$ cat config.mk
export PLATFORM = sky130hd
export DESIGN_NAME = video_mode_detect
export DESIGN_NICKNAME = d
export VERILOG_FILES = /design/src/rtl/video_mode_detect.sv
export SDC_FILE = /design/constraint.sdc
export NUM_CORES = 1
export LEC_CHECK = 0
export CORE_UTILIZATION = 59
export DETAILED_ROUTE_END_ITERATION = 8
export PLACE_DENSITY = 0.77
export SLEW_MARGIN = 20
export SYNTH_ARGS = -nofsm -noshare
export SYNTH_HDL_FRONTEND = slang
export SYNTH_SLANG_ARGS = --single-unit
$ cat constraint.sdc
create_clock -name clock -period 5.7 [get_ports clock]
set_clock_uncertainty 0.15 [all_clocks]
set_input_delay 1.14 -clock clock [delete_from_list [all_inputs] [get_ports clock]]
set_output_delay 1.14 -clock clock [all_outputs]
set_load 0.005 [all_outputs]
$ cat src/rtl/video_mode_detect.sv
// Classifies Dreamcast capture geometry (480p/240p/480i) from counterX/counterY wraps, with hysteresis and signal-loss timeout.
// Latency: mode/valid/changed update 2 clocks after the field wrap; no backpressure, inputs sampled every clock.
module video_mode_detect #(
   parameter int STABLE_FIELDS  = 4,
   parameter int TIMEOUT_CYCLES = 1000000,
   parameter int LINE_TOL       = 2
) (
   input  logic        clock,
   input  logic        reset,
   input  logic [11:0] counterX,
   input  logic [11:0] counterY,
   output logic [1:0]  mode,
   output logic        mode_valid,
   output logic        mode_changed,
   output logic [11:0] field_lines,
   output logic [11:0] line_pixels
);

   localparam int SW = $clog2(STABLE_FIELDS + 1);
   localparam int TW = $clog2(TIMEOUT_CYCLES + 1);
   localparam logic [SW-1:0] STABLE_N = SW'(STABLE_FIELDS);
   localparam logic [TW-1:0] TMAX     = TW'(TIMEOUT_CYCLES - 1);
   localparam logic [11:0]   P_LO     = 12'(525 - LINE_TOL);
   localparam logic [11:0]   P_HI     = 12'(525 + LINE_TOL);
   localparam logic [11:0]   I_LO     = 12'd261;
   localparam logic [11:0]   I_HI     = 12'd264;

   localparam logic [1:0] MODE_NONE = 2'd0;
   localparam logic [1:0] MODE_480P = 2'd1;
   localparam logic [1:0] MODE_240P = 2'd2;
   localparam logic [1:0] MODE_480I = 2'd3;

   typedef enum logic [1:0] {SEARCH, MEASURE, LOCKED, LOST} state_t;

   state_t        state_q, state_d;
   logic [11:0]   prev_x_q, prev_x_d;
   logic [11:0]   prev_y_q, prev_y_d;
   logic [11:0]   cur_pixels_q, cur_pixels_d;
   logic [11:0]   meas_lines_q, meas_lines_d;
   logic [11:0]   meas_pixels_q, meas_pixels_d;
   logic [11:0]   last_lines_q, last_lines_d;
   logic          meas_vld_q, meas_vld_d;
   logic [TW-1:0] timeout_cnt_q, timeout_cnt_d;
   logic [1:0]    cand_q, cand_d;
   logic [SW-1:0] stable_cnt_q, stable_cnt_d;
   logic [1:0]    mode_q, mode_d;
   logic          mode_changed_q, mode_changed_d;
   logic [11:0]   field_lines_q, field_lines_d;
   logic [11:0]   line_pixels_q, line_pixels_d;

   logic          line_wrap;
   logic          field_wrap;
   logic          timeout_hit;
   logic [1:0]    cls;

   assign line_wrap  = counterX < prev_x_q;
   assign field_wrap = counterY < prev_y_q;

   // Measurement pipeline; a coincident line wrap completes the last line before it is captured.
   always_comb begin
      prev_x_d      = counterX;
      prev_y_d      = counterY;
      cur_pixels_d  = line_wrap ? prev_x_q + 12'd1 : cur_pixels_q;
      meas_lines_d  = meas_lines_q;
      meas_pixels_d = meas_pixels_q;
      last_lines_d  = last_lines_q;
      meas_vld_d    = field_wrap;
      if (field_wrap) begin
         meas_lines_d  = prev_y_q + 12'd1;
         meas_pixels_d = cur_pixels_d;
         last_lines_d  = meas_lines_q;
      end
      if (field_wrap)
         timeout_cnt_d = '0;
      else if (timeout_cnt_q == TMAX)
         timeout_cnt_d = TMAX;
      else
         timeout_cnt_d = timeout_cnt_q + TW'(1);
   end

   always_comb begin
      cls = MODE_NONE;
      if (meas_lines_q >= P_LO && meas_lines_q <= P_HI)
         cls = MODE_480P;
      else if (meas_lines_q >= I_LO && meas_lines_q <= I_HI) begin
         if (meas_lines_q == last_lines_q)
            cls = MODE_240P;
         else if (meas_lines_q == last_lines_q + 12'd1 || last_lines_q == meas_lines_q + 12'd1)
            cls = MODE_480I;
      end
   end

   // A field wrap on the same clock as the timeout keeps the signal alive.
   assign timeout_hit = (timeout_cnt_q == TMAX) && !field_wrap && (state_q != LOST);

   always_comb begin
      state_d        = state_q;
      cand_d         = cand_q;
      stable_cnt_d   = stable_cnt_q;
      mode_d         = mode_q;
      mode_changed_d = 1'b0;
      field_lines_d  = field_lines_q;
      line_pixels_d  = line_pixels_q;
      if (timeout_hit) begin
         state_d        = LOST;
         mode_d         = MODE_NONE;
         field_lines_d  = '0;
         line_pixels_d  = '0;
         mode_changed_d = (mode_q != MODE_NONE);
      end else begin
         case (state_q)
            SEARCH: begin
               if (meas_vld_q) begin
                  state_d      = MEASURE;
                  cand_d       = MODE_NONE;
                  stable_cnt_d = '0;
               end
            end
            MEASURE: begin
               if (meas_vld_q) begin
                  if (cls == cand_q) begin
                     if (stable_cnt_q != STABLE_N)
                        stable_cnt_d = stable_cnt_q + SW'(1);
                  end else begin
                     cand_d       = cls;
                     stable_cnt_d = SW'(1);
                  end
                  if (stable_cnt_d >= STABLE_N && cand_d != MODE_NONE) begin
                     state_d        = LOCKED;
                     mode_d         = cand_d;
                     mode_changed_d = (cand_d != mode_q);
                     field_lines_d  = meas_lines_q;
                     line_pixels_d  = meas_pixels_q;
                  end
               end
            end
            LOCKED: begin
               if (meas_vld_q) begin
                  field_lines_d = meas_lines_q;
                  line_pixels_d = meas_pixels_q;
                  if (cls != mode_q) begin
                     state_d      = MEASURE;
                     cand_d       = cls;
                     stable_cnt_d = SW'(1);
                  end
               end
            end
            default: state_d = SEARCH;
         endcase
      end
   end

   always_ff @(posedge clock or posedge reset) begin
      if (reset)
         state_q <= SEARCH;
      else
         state_q <= state_d;
   end

   always_ff @(posedge clock or posedge reset) begin
      if (reset) begin
         prev_x_q       <= '0;
         prev_y_q       <= '0;
         cur_pixels_q   <= '0;
         meas_lines_q   <= '0;
         meas_pixels_q  <= '0;
         last_lines_q   <= '0;
         meas_vld_q     <= 1'b0;
         timeout_cnt_q  <= '0;
         cand_q         <= MODE_NONE;
         stable_cnt_q   <= '0;
         mode_q         <= MODE_NONE;
         mode_changed_q <= 1'b0;
         field_lines_q  <= '0;
         line_pixels_q  <= '0;
      end else begin
         prev_x_q       <= prev_x_d;
         prev_y_q       <= prev_y_d;
         cur_pixels_q   <= cur_pixels_d;
         meas_lines_q   <= meas_lines_d;
         meas_pixels_q  <= meas_pixels_d;
         last_lines_q   <= last_lines_d;
         meas_vld_q     <= meas_vld_d;
         timeout_cnt_q  <= timeout_cnt_d;
         cand_q         <= cand_d;
         stable_cnt_q   <= stable_cnt_d;
         mode_q         <= mode_d;
         mode_changed_q <= mode_changed_d;
         field_lines_q  <= field_lines_d;
         line_pixels_q  <= line_pixels_d;
      end
   end

   assign mode         = mode_q;
   assign mode_valid   = (state_q == LOCKED);
   assign mode_changed = mode_changed_q;
   assign field_lines  = field_lines_q;
   assign line_pixels  = line_pixels_q;

endmodule

==> impl_metrics.tcl <==
set metrics [dict create \
    cts_setup_buffers 0 \
    drt-wirelength-per-cell_um 17.43 \
    hold_path_class "reg -> reg" \
    critPathKind "in -> reg" \
    path_depth 11 \
    maxCapViolCount 0 \
    p_sw_w 0.001093 \
    rsz0062_at_grt "no" \
    p_int_w 0.002288 \
    vias 5219 \
    powerDensity_nw_per_um2 413.8 \
    synth_area_leaders "dfrtp_1 46%, ha_1 6.5%, xnor2_1 5.4%" \
    worst_pin_slew_ns 0.9702 \
    cts_buffers 17 \
    initial_core_util 0.6074 \
    antennaDiodeCount 0 \
    netlist_area_um2 6935 \
    total_power_w 0.003381 \
    irDropWorstVdd_uv 250.4 \
    htreeDepth 4 \
    hold_start "timeout_cnt_q[0]" \
    ys_seq_area_frac 0.4582 \
    totalWireLength_um 15550 \
    critPathMostFrequentCell "a21o_1" \
    holdWs_ns 0.3567 \
    critPathMaxStageDelay_ns 0.60 \
    first_pass_iters 5 \
    holdPathEnd "timeout_cnt_q[0]" \
    seqPwrFrac 0.379 \
    fin_crit_ns 4.105 \
    synth_cell_types 62 \
    cp_cell_sequence "clkdlybuf4s50_1 > ha_1 > a21o_1 > a21o_1 > a21o_1 > a21o_1 > a21oi_1 > o21ai_0 > nand2_2 > buf_4 > mux2_2" \
    clk_path_buf_depth 2 \
    clockRootBuffer "clkbuf_16" \
    p_clk_frac 0.323 \
    grt_util_all_layers 0.2723 \
    path_delay_family "compound AO/OA/AOI/OAI gates" \
    crit_buf_inv 2 \
    crit_fanout 36 \
    combPwrFrac 0.298 \
    synth_enable_flop_cells 0 \
    portBuffers 53 \
    reg2reg_depth 10 \
    syn2layout_area_growth_pct 17.82 \
    rrSetupSlack_ns 1.78 \
    antenna_left 0 \
    finalSetupTns_ns 0 \
    synthCells 686 \
    yosysTopAreaCell "dfrtp_1" \
    switching_share 0.3234 \
    drt_iter0_drc 392 \
    yosys_warnings 0 \
    hold_violations 0 \
    ys.flop_type "dfrtp_1" \
    cp.arrival_ns 4.25 \
    reg2reg_to "line_pixels[8]" \
    drc 0 \
    grt_pass1_wl_um 26430 \
    slew_viol_final 0 \
    die_h_um 110.4 \
    synth.avg_cell_area_um2 10.11 \
    die-area_um2 12190 \
    grt_max_degree 46 \
    clkLatencyLatePin_ns 0.42 \
    globalplace.congestion 0.8887 \
    fp.dieW_um 110.4 \
    grt.overflow.total 0 \
    async_flop_share 1.000 \
    antenna_found_initial 0 \
    syn-num-nets 748 \
    endpoint_kind "register" \
    ios 54 \
    synth_top_area_frac 0.4582 \
    setup_violations 0 \
    hold_buffers 0 \
    via_per_inst 5.851 \
    crit-reg2reg-launch "meas_lines_q[1]" \
    leakage_nw 3.573 \
    fin_crit_sh 0.7202 \
    fp-row-count 39 \
    cp_slowest_cell "nand2_2" \
    cts_tree "done" \
    fin_area_um2 8172 \
    relSlewSlack 0.3517 \
    clk_pin_slew_worst_paths_ns 0.06 \
    grt_pass1_vias 5423 \
    hpwl_um 10730 \
    ys_seq_elements 127 \
    fin_nets 798 \
    cp_data_required_time_ns 5.85 \
    drive_gt1_frac 0.1028 \
    startpoint_type "primary input" \
    clkSinkCount 127 \
    fmax_mhz 243.6 \
    core-area_um2 11420 \
    status "finished, final reports clean" \
    cts-resized-gates 0 \
    hold_path_depth 1 \
    placed_area_um2 7575 \
]
[logic make-up after synthesis]
kind of cell             share of synthesized area
AND/OR/NAND/NOR                             0.1636
flip-flops                                  0.4582
AO/OA/AOI/OAI                               0.1032
XOR/XNOR                                   0.08840
buffers and inverters                      0.03915
multiplexers                               0.08245
adder cells (fa/ha/maj)                    0.06495
[through the flow]
stage	cells	setup slack, ns	utilization
global route	892	1.402	0.7156
detailed placement	860	1.137	0.6634
CTS	892	1.570	0.7156
floorplan	686	1.026	-
finish	892	1.595	0.7156
global placement	860	1.238	0.6634
[area by class of cell]
type	instances	area (um2)
multi-input combinational	493	3497
fill	829	3247
sequential	127	3178
timing repair buffer	59	575.6
clock buffer	18	429.2
tap	143	178.9
clock inverter	14	167.7
inverter	38	145.1
[cell usage after synthesis, types with 5 or more instances]
cell type	number
and3_1	12
clkbuf_1	16
nor2_1	82
nand3_1	34
a21oi_1	42
nand2_1	33
xor2_1	22
ha_1	36
a21o_1	8
and2_1	5
xnor2_1	43
buf_2	7
inv_1	38
dfrtp_1	127
nand4_1	10
nand2b_1	6
mux2i_1	26
mux2_2	25
o21ai_0	19
o21a_1	5
nor3_1	14
[routing by layer]
metal,wire [um],vias to the layer above,global-route usage,part of all wire
li1,-,2496,-,-
met1,6848,2595,0.3440,0.44
met2,7983,108,0.4671,0.51
met3,524,20,0.05818,0.034
met4,189,0,0.08622,0.012
met5,0,-,0,0
[cells in the final DEF (no fill, tap or decap), types with 5 or more instances in the layout]
cell | Yosys | layout
ha_1 | 36 | 36
a21o_1 | 8 | 8
nand2_1 | 33 | 32
buf_4 | 4 | 6
clkdlybuf4s50_1 | 0 | 53
xnor2_1 | 43 | 43
a21oi_1 | 42 | 42
nor2_1 | 82 | 81
nand2b_1 | 6 | 6
nor3_1 | 14 | 14
and2_1 | 5 | 5
clkbuf_16 | 0 | 17
o21a_1 | 5 | 5
o21ai_0 | 19 | 19
mux2_2 | 25 | 25
nand3_1 | 34 | 34
nand4_1 | 10 | 10
xor2_1 | 22 | 22
inv_1 | 38 | 37
dfrtp_1 | 127 | 127
mux2i_1 | 26 | 26
and3_1 | 12 | 12
[state kept, by name, indices dropped and copies added, names as in the netlist]
register / count
cand_q: 2
cur_pixels_q: 12
field_lines: 12
last_lines_q: 12
line_pixels: 12
meas_lines_q: 12
meas_pixels_q: 12
meas_vld_q: 1
mode: 2
mode_changed: 1
prev_x_q: 12
prev_y_q: 12
stable_cnt_q: 3
state_q: 2
timeout_cnt_q: 20
[how the worst max path moves through the flow]
| stage | endpoint | slack, ns | startpoint |
|---|---|---|---|
| after floorplan | cand_q[0] | 1.03 | reset |
| after global placement | meas_pixels_q[2] | 1.24 | counterY[1] |
| after detailed placement | meas_pixels_q[3] | 1.14 | counterY[1] |
| after CTS | meas_pixels_q[10] | 1.57 | counterY[1] |
| after global routing | meas_pixels_q[10] | 1.40 | counterY[1] |
| final | meas_pixels_q[10] | 1.59 | counterY[1] |
[power groups by stage]
stage | combinational (W) | sequential, W | clock, W
floorplan | 0.000706 | 0.00120 | 0
global placement | 0.000970 | 0.00128 | 0
detailed placement | 0.000996 | 0.00129 | 0
CTS | 0.00101 | 0.00128 | 0.00109
global route | 0.00111 | 0.00131 | 0.00114
finish | 0.00101 | 0.00128 | 0.00109
No activity file was read; power rests on OpenSTA's default activity.
